[src/rtl/prng_range_lemire_pkg.sv]
// Shared types and constants for the Lemire bounded-range stage behind the xoshiro128++ core.
package prng_range_lemire_pkg;

  localparam int W = 32;
  localparam logic [W-1:0] RESET_BOUND  = '0;
  localparam logic [W-1:0] RESET_THRESH = '0;

  typedef enum logic [2:0] {
    ST_THRESH,
    ST_REQ,
    ST_CAP,
    ST_MUL,
    ST_CHK,
    ST_HOLD
  } state_t;

  // (2^W - bound) mod 2^W; only meaningful for bound != 0, where it equals 2^W - bound.
  function automatic logic [W-1:0] thresh_dividend(input logic [W-1:0] bound);
    return '0 - bound;
  endfunction

endpackage

[src/rtl/prng_range_lemire_serial_rem.sv]
// Restoring remainder, one quotient bit per cycle; done is raised during the final iteration
// so the caller can latch the remainder on the same edge the last step completes.
module prng_serial_rem
  import prng_range_lemire_pkg::*;
(
  input  logic         i_clk,
  input  logic         i_rst,
  input  logic         i_start,
  input  logic [W-1:0] i_dividend,
  input  logic [W-1:0] i_divisor,
  output logic         o_done,
  output logic [W-1:0] o_rem
);

  localparam int CNT_W = $clog2(W);
  localparam logic [CNT_W-1:0] CNT_LAST = CNT_W'(W - 1);

  logic [W-1:0]     r_dividend;
  logic [W-1:0]     r_divisor;
  logic [W-1:0]     r_rem;
  logic [CNT_W-1:0] r_cnt;
  logic             r_active;
  logic [W:0]       w_shift;
  logic [W:0]       w_diff;

  // A borrow out of the 33-bit subtraction means the trial subtract must be undone.
  always_comb begin
    w_shift = {r_rem, r_dividend[W-1]};
    w_diff  = w_shift - {1'b0, r_divisor};
  end

  assign o_rem  = w_diff[W] ? w_shift[W-1:0] : w_diff[W-1:0];
  assign o_done = r_active && (r_cnt == CNT_LAST);

  always_ff @(posedge i_clk or posedge i_rst) begin
    if (i_rst) begin
      r_dividend <= '0;
      r_divisor  <= '0;
      r_rem      <= '0;
      r_cnt      <= '0;
      r_active   <= 1'b0;
    end else if (i_start) begin
      r_dividend <= i_dividend;
      r_divisor  <= i_divisor;
      r_rem      <= '0;
      r_cnt      <= '0;
      r_active   <= 1'b1;
    end else if (r_active) begin
      r_rem      <= o_rem;
      r_dividend <= r_dividend << 1;
      r_cnt      <= r_cnt + 1'b1;
      if (o_done) begin
        r_active <= 1'b0;
      end
    end
  end

endmodule

[src/rtl/prng_range_lemire.sv]
// Unbiased [0, bound) integers from a 32-bit PRNG stream using Lemire multiply-shift with
// rejection; serial shift-add multiplier and serial remainder keep the datapath small.
module prng_range_lemire
  import prng_range_lemire_pkg::*;
#(
  parameter int STEP_BITS = 1
) (
  input  logic         i_clk,
  input  logic         i_rst,
  input  logic         i_en,
  input  logic         i_bound_wr,
  input  logic [W-1:0] i_bound_data,
  output logic         o_gen_next,
  input  logic [W-1:0] i_gen_rnd,
  output logic         o_out_valid,
  input  logic         i_out_ready,
  output logic [W-1:0] o_out_data,
  output logic         o_busy
);

  localparam int M = W / STEP_BITS;
  localparam logic [5:0] MCNT_LAST = 6'(M - 1);

  state_t           r_state;
  state_t           w_state_next;
  logic [W-1:0]     r_bound;
  logic [W-1:0]     r_thresh;
  logic [W-1:0]     r_x;
  logic [2*W-1:0]   r_acc;
  logic [2*W-1:0]   r_mcand;
  logic [5:0]       r_mcnt;
  logic             r_out_valid;
  logic [W-1:0]     r_out_data;
  logic [2*W-1:0]   w_pp;
  logic             w_gen_next;
  logic             w_transfer;
  logic             w_reject;
  logic             w_rem_start;
  logic             w_rem_done;
  logic [W-1:0]     w_rem;

  prng_serial_rem u_rem (
    .i_clk      (i_clk),
    .i_rst      (i_rst),
    .i_start    (w_rem_start),
    .i_dividend (thresh_dividend(i_bound_data)),
    .i_divisor  (i_bound_data),
    .o_done     (w_rem_done),
    .o_rem      (w_rem)
  );

  assign w_rem_start = i_bound_wr && (i_bound_data != '0);
  assign w_transfer  = r_out_valid && i_out_ready;
  assign w_reject    = r_acc[W-1:0] < r_thresh;

  // Partial product for the STEP_BITS multiplier digits currently at the bottom of x.
  always_comb begin
    w_pp = '0;
    for (int i = 0; i < STEP_BITS; i++) begin
      if (r_x[i]) begin
        w_pp = w_pp + (r_mcand << i);
      end
    end
  end

  always_ff @(posedge i_clk or posedge i_rst) begin
    if (i_rst) begin
      r_state <= ST_REQ;
    end else begin
      r_state <= w_state_next;
    end
  end

  // A bound write overrides everything, including a transfer in the same cycle.
  always_comb begin
    w_state_next = r_state;
    w_gen_next   = 1'b0;
    if (i_bound_wr) begin
      w_state_next = (i_bound_data == '0) ? ST_REQ : ST_THRESH;
    end else begin
      case (r_state)
        ST_THRESH: if (w_rem_done) w_state_next = ST_REQ;
        ST_REQ: begin
          if (i_en) begin
            w_gen_next   = 1'b1;
            w_state_next = ST_CAP;
          end
        end
        ST_CAP:  w_state_next = (r_bound == '0) ? ST_HOLD : ST_MUL;
        ST_MUL:  if (r_mcnt == MCNT_LAST) w_state_next = ST_CHK;
        ST_CHK:  w_state_next = w_reject ? ST_REQ : ST_HOLD;
        ST_HOLD: if (w_transfer) w_state_next = ST_REQ;
        default: w_state_next = ST_REQ;
      endcase
    end
  end

  always_ff @(posedge i_clk or posedge i_rst) begin
    if (i_rst) begin
      r_bound     <= RESET_BOUND;
      r_thresh    <= RESET_THRESH;
      r_x         <= '0;
      r_acc       <= '0;
      r_mcand     <= '0;
      r_mcnt      <= '0;
      r_out_valid <= 1'b0;
      r_out_data  <= '0;
    end else if (i_bound_wr) begin
      r_bound     <= i_bound_data;
      r_thresh    <= '0;
      r_out_valid <= 1'b0;
    end else begin
      case (r_state)
        ST_THRESH: if (w_rem_done) r_thresh <= w_rem;
        ST_CAP: begin
          r_x <= i_gen_rnd;
          if (r_bound == '0) begin
            r_out_data  <= i_gen_rnd;
            r_out_valid <= 1'b1;
          end else begin
            r_acc   <= '0;
            r_mcand <= {{W{1'b0}}, r_bound};
            r_mcnt  <= '0;
          end
        end
        ST_MUL: begin
          r_acc   <= r_acc + w_pp;
          r_mcand <= r_mcand << STEP_BITS;
          r_x     <= r_x >> STEP_BITS;
          r_mcnt  <= r_mcnt + 1'b1;
        end
        ST_CHK: begin
          if (!w_reject) begin
            r_out_data  <= r_acc[2*W-1:W];
            r_out_valid <= 1'b1;
          end
        end
        ST_HOLD: if (w_transfer) r_out_valid <= 1'b0;
        default: ;
      endcase
    end
  end

  // Gated by reset so no request escapes while the state register is held in REQ.
  assign o_gen_next  = w_gen_next && !i_rst;
  assign o_out_valid = r_out_valid;
  assign o_out_data  = r_out_data;
  assign o_busy      = (r_state == ST_THRESH);

endmodule
[config.mk]
export PLATFORM = sky130hd
export DESIGN_NAME = prng_range_lemire
export DESIGN_NICKNAME = d
export VERILOG_FILES = /design/src/rtl/prng_range_lemire_pkg.sv /design/src/rtl/prng_range_lemire_serial_rem.sv /design/src/rtl/prng_range_lemire.sv
export SDC_FILE = /design/constraint.sdc
export NUM_CORES = 1
export LEC_CHECK = 0
export BUFFER_PORTS_ARGS = -buffer_cell sky130_fd_sc_hd__buf_2
export CORE_MARGIN = 4
export CORE_UTILIZATION = 58
export DETAILED_ROUTE_END_ITERATION = 7
export HOLD_SLACK_MARGIN = 0.03
export PLACE_DENSITY = 0.76
export SLEW_MARGIN = 20
export SYNTH_ARGS = -nofsm -noshare
export SYNTH_HDL_FRONTEND = slang
export SYNTH_SLANG_ARGS = --single-unit
[constraint.sdc]
create_clock -name i_clk -period 31.4 [get_ports i_clk]
set_input_delay 4.71 -clock i_clk [delete_from_list [all_inputs] [get_ports i_clk]]
set_output_delay 4.71 -clock i_clk [all_outputs]
set_load 0.05 [all_outputs]
# Word level (Yosys, flattened, before mapping)
# Index checks and enable logic that the tools add are counted.
dict set report totals {
  mem_bits_rw 0
  out_inout_bits 35
  in_bits 69
  word_cells 99
  n_memories 0
  regBits 368
  latch_bits 0
  rom_bits 0
}
dict set report classes {
  mul 0
  shifts 0
  bitwise_logic 1
  reduce_logical 21
  div 0
  n_eq_ne 16
  add_sub_neg 5
  order_cmp 1
  mux 41
}
# operator count
set ops {}
lappend ops {{$mux W32} 10}
lappend ops {{$pmux W64 S2} 2}
lappend ops {{$mux W64} 3}
lappend ops {{$pmux W32 S2} 2}
lappend ops {{$add A64 B64 Y64} 1}
lappend ops {{$logic_not A32 Y1} 2}
lappend ops {{$sub A33 B32 Y33} 1}
lappend ops {{$lt A32 B32 Y1} 1}
lappend ops {{$reduce_bool A32 Y1} 1}
lappend ops {{$sub A1 B32 Y32 const A} 1}
lappend ops {{$mux W3} 7}
lappend ops {{$pmux W3 S6} 1}
lappend ops {{$ne A3 B3 Y1 const B} 5}
lappend ops {{$pmux W6 S2} 1}
lappend ops {{$reduce_and A4 Y1} 3}
lappend ops {{$mux W1} 11}
lappend ops {{$mux W5} 2}
lappend ops {{$reduce_bool A2 Y1} 5}
lappend ops {{$add A6 B1 Y6 const B} 1}
lappend ops {{$eq A3 B2 Y1 const B} 2}
lappend ops {{$eq A3 B3 Y1 const B} 2}
lappend ops {{$eq A6 B5 Y1 const B} 1}
lappend ops {{$mux W6} 1}
lappend ops {{$ne A2 B2 Y1 const B} 3}
lappend ops {{other kinds (12)} 16}

# Logic depth before layout (Yosys ltp)
dict set report logic_depth {
  depth_word 5
  mapped_depth 15
  ltp_nobuf 14
}

# Cells and area by module
# A second synthesis with hierarchy kept.
dict set report hier_totals {
  cells_unflattened 2475
  area_unflattened_um2 22691.8
}
# mod cells_per_inst area_each_um2 seq_area_each_um2 instances
set by_module_without_submodules {}
lappend by_module_without_submodules {prng_range_lemire 1704 16074.2 6657.6 1}
lappend by_module_without_submodules {prng_serial_rem 771 6617.6 2552.4 1}

# Worst setup path before layout
# No wires, ideal clock.
dict set report synth_path {
  path_kind {in2out}
  startpoint {input port i_bound_wr}
  endpoint {output port o_gen_next}
  slack_ps 21161
  path_stages 3
  path_buffers 1
  t_required_ps 26690
  arrival_ps 5529
  path_cell_list {clkbuf_1 nor2_1 and4_1}
}
dict set report synth_via {
  elab_chain_cells 2
}
# element line
set synth_lines {}
lappend synth_lines {{start: declaration} prng_range_lemire.sv:11} ;# input logic i_bound_wr,
lappend synth_lines {{$mux W1} prng_range_lemire.sv:78} ;# if (i_bound_wr) begin
lappend synth_lines {{$logic_and A1 B1 Y1} prng_range_lemire.sv:145} ;# assign o_gen_next = w_gen_next && !i_rst;
lappend synth_lines {{end: declaration} prng_range_lemire.sv:13} ;# output logic o_gen_next,
# No other way between the ends.

# Worst setup path in the final report
# Same ends and word-level chain as after synthesis.

==> impl_metrics.env <==
export IMPL_status="finished clean"
export IMPL_syn_inst=2509
export IMPL_total_power_mw=1.67
export IMPL_hpwl_um=41200
export IMPL_crit_path_start="i_bound_wr"
export IMPL_async_flop_share_pct=100
export IMPL_coreArea_sq_um=38600
export IMPL_die_w_um=206
export IMPL_path_cells="buf_2, nor2_1, and4_1, buf_2"
export IMPL_ir_drop_v=0.0000458
export IMPL_criticalPathCategory="in -> out"
export IMPL_cts_tree="done"
export IMPL_leakage_nw=11.9
export IMPL_grt_pass1_wl_um=94800
export IMPL_avgSynthCellArea_sq_um=9.06
export IMPL_io_pins=104
export IMPL_rr_worst_depth=15
export IMPL_min_path_cells=2
export IMPL_period_needed_ns=10.19
export IMPL_clock_sinks=368
export IMPL_p_per_area_nw_per_um2=67.1
export IMPL_r2r_end="r_acc[60]$_DFFE_PP0P_"
export IMPL_drt_iter0_drc=1604
export IMPL_start_util_pct=58.8
export IMPL_cp_end_kind="primary output"
export IMPL_crit_buf_inv=2
export IMPL_wl_per_cell_um=19.0
export IMPL_setup_violations_final=0
export IMPL_hp_class="reg -> reg"
export IMPL_synthesis_nets=2710
export IMPL_ys_seq_area_share_pct=40.5
export IMPL_seq_power_share_pct=37.7
export IMPL_synth_area_sq_um=22700
export IMPL_drc=0
export IMPL_crit_end="o_gen_next"
export IMPL_final_hold_viol_count=0
export IMPL_path_max_fanout=3
export IMPL_grt_ovfl_total=0
export IMPL_crit_top_cell="buf_2"
export IMPL_wl_um=58400
export IMPL_clkTransAtPathRegs_ns=0.06
export IMPL_slew_violations=0
export IMPL_final_layout_size_suffix_gt1_share_pct=11.9
export IMPL_grt_max_degree=178
export IMPL_grt_usage_pct=27.3
export IMPL_dieArea_sq_um=42400
export IMPL_detail_route_antenna_nets=0
export IMPL_fin_tns_setup_ns=0
export IMPL_ys_warn_count=0
export IMPL_clk_latency_ns=0.57
export IMPL_num_fill_cells=3096
export IMPL_clock_path_buffers=3
export IMPL_portBuffers=103
export IMPL_wl_met3_um=3070
export IMPL_postCtsHoldBufs=0
export IMPL_num_rows=72
export IMPL_p_sw_share_pct=35.6
export IMPL_slowest_stage="buf_2"
export IMPL_rsz0062_at_grt="false"
export IMPL_area_growth_pct=9.71
export IMPL_grt_pass1_vias=18300
export IMPL_crit_required_ns=26.69
export IMPL_power_frac_clock_pct=30.6
export IMPL_dieHeight_um=206
export IMPL_fin_crit_sh_pct=32.4
export IMPL_p_comb_share_pct=31.7
export IMPL_synth_edff_count=0
export IMPL_worst_slew_pin_transition_ns=1.05
export IMPL_via_per_inst=6.11
export IMPL_slew_headroom_pct=29.6
export IMPL_highest_layer="met5"
export IMPL_h_tree_depth=2
export IMPL_p_switching_mw=0.596
export IMPL_reg2reg_from="r_x[0]$_DFFE_PP0P_"
export IMPL_critPathArrivalTime_ns=5.48
export IMPL_critPathLaunchType="input pin"
export IMPL_layout_nets=2734
export IMPL_n_antenna_cell=0
export IMPL_first_pass_iters=6
export IMPL_antenna_found_initial=1
export IMPL_cts_buffers=42
export IMPL_gp_congestion=0.925
export IMPL_met1_length_um=26300
export IMPL_path_depth=4
export IMPL_cap_violations=0
export IMPL_skew_ns=0.0292
export IMPL_ys_types=91
export IMPL_met2_length_um=27500
export IMPL_cpLargestDelayFamily="simple AND/OR/NAND/NOR gates"
export IMPL_fmax_mhz=98.2
export IMPL_r2r_slack_ns=27.31
export IMPL_cts_setup_buffers=0
export IMPL_cpPeakStageDelay_ns=0.26
export IMPL_postCtsResizedCells=0
export IMPL_ys_flop_type="dfrtp_1"
export IMPL_clockRootBuffer="clkbuf_16"
export IMPL_synth_seq_cells=368
export IMPL_power_internal_mw=1.08
export IMPL_via_count=18800
[per-stage QoR]
step	instance area [sq um]	setup slack (ns)	instances	hold WS [ns]	util (%)
2_1_floorplan	22700	16.47	2509	0.449	-
3_3_place_gp	23500	21.24	3006	0.462	60.7
3_5_place_dp	23500	21.21	3006	0.469	60.7
4_1_cts	24900	21.19	3079	0.483	64.4
5_1_grt	24900	21.15	3080	0.497	64.5
6_report	24900	21.21	3080	0.477	64.5
[worst reg2reg max path, delay by kind of cell, from the launching register on]
kind	cells	cell delay, ns
compound gates	8	1.87
fa+ha+maj	2	0.57
buf+inv	2	0.56
simple gates	2	0.45
flops	1	0.32
xor+xnor	1	0.18
[metal layers]
metal	vias up	track usage (%)
met5	-	0
met4	2	8.70
met3	92	3.69
met2	537	44.4
met1	9210	38.4
li1	8983	-
[registers in the layout, indices dropped and copies added, names as in the netlist, 3 cells and up]
name	cells
r_acc	64
r_mcand	64
o_out_data	32
r_bound	32
r_thresh	32
r_x	32
u_rem.r_dividend	32
u_rem.r_divisor	32
u_rem.r_rem	32
r_mcnt	6
u_rem.r_cnt	5
r_state	3
[kinds of logic (layout without fill, tap and decap cells)]
family	count (synthesis)	count (layout)	share of synthesized area, %
buffers and inverters	273	326	4.92
xor gates and xnor gates	104	104	4.01
muxes	147	147	6.84
and+or+nand+nor	739	739	15.6
DFF	368	368	40.5
AOI/OAI and AO/OA	746	746	20.8
adders and majority gates	132	132	7.34
[placed cells by master (no fill, tap or decap), types with 12 or more instances in the layout]
master	count
o211ai_1	19
buf_4	13
o21a_1	12
o21bai_1	18
buf_2	103
nor4_1	18
a22o_1	40
nor2_1	126
or3_1	12
xor2_1	45
inv_1	132
nand2_1	327
mux2_2	66
xnor2_1	59
o21ai_0	227
o31ai_1	38
clkbuf_16	42
a31oi_1	45
and3_1	13
nor3_1	30
a21oi_1	144
and2_1	68
o21ai_1	41
a211oi_1	16
nand4_1	34
nand2b_1	17
dfrtp_1	366
mux2i_1	81
a21o_1	79
ha_1	130
nand3_1	37
[Yosys cell counts, types with 19 or more instances]
cell	number	share of area, %
a31oi_1	46	1.3
o21ai_1	41	0.90
nor2_1	127	2.1
nand2_1	328	5.4
o211ai_1	19	0.63
a21o_1	79	2.6
nand3_1	37	0.82
a21oi_1	144	3.2
dfrtp_1	367	40
ha_1	130	7.2
o31ai_1	39	1.3
mux2i_1	81	3.6
xor2_1	45	1.7
a22o_1	40	1.5
xnor2_1	59	2.3
mux2_2	66	3.3
nor3_1	31	0.68
inv_1	133	2.2
nand4_1	34	0.94
o21ai_0	227	5.0
clkbuf_1	104	1.7
and2_1	69	1.9
[area by class of cell]
cell class,count,area (sq um),share of cell area (%)
Multi-Input combinational cell,1868,12400,49.9
Sequential cell,368,9210,37.0
Clock buffer,49,1130,4.52
Timing Repair Buffer,119,672,2.70
Tap cell,518,648,2.60
Inverter,134,510,2.05
Clock inverter,24,307,1.23
[worst min path at each step]
stage / startpoint / endpoint / slack [ns]
final: r_thresh[19]$_DFFE_PP0P_ / r_thresh[19]$_DFFE_PP0P_ / 0.48
after global routing: r_thresh[19]$_DFFE_PP0P_ / r_thresh[19]$_DFFE_PP0P_ / 0.50
after CTS: r_thresh[19]$_DFFE_PP0P_ / r_thresh[19]$_DFFE_PP0P_ / 0.48
after detailed placement: r_thresh[19]$_DFFE_PP0P_ / r_thresh[19]$_DFFE_PP0P_ / 0.47
after global placement: r_mcand[63]$_DFFE_PP0P_ / r_mcand[63]$_DFFE_PP0P_ / 0.46
after floorplan: r_thresh[10]$_DFFE_PP0P_ / r_thresh[10]$_DFFE_PP0P_ / 0.45
[power groups by stage]
stage | logic [mW] | clock network [mW] | registers [mW]
6_report | 0.531 | 0.512 | 0.630
5_1_grt | 0.591 | 0.538 | 0.640
4_1_cts | 0.528 | 0.520 | 0.628
3_5_place_dp | 0.524 | 0 | 0.636
3_3_place_gp | 0.504 | 0 | 0.631
2_1_floorplan | 0.407 | 0 | 0.613
Note: power is estimated with default switching activity, not from simulation.
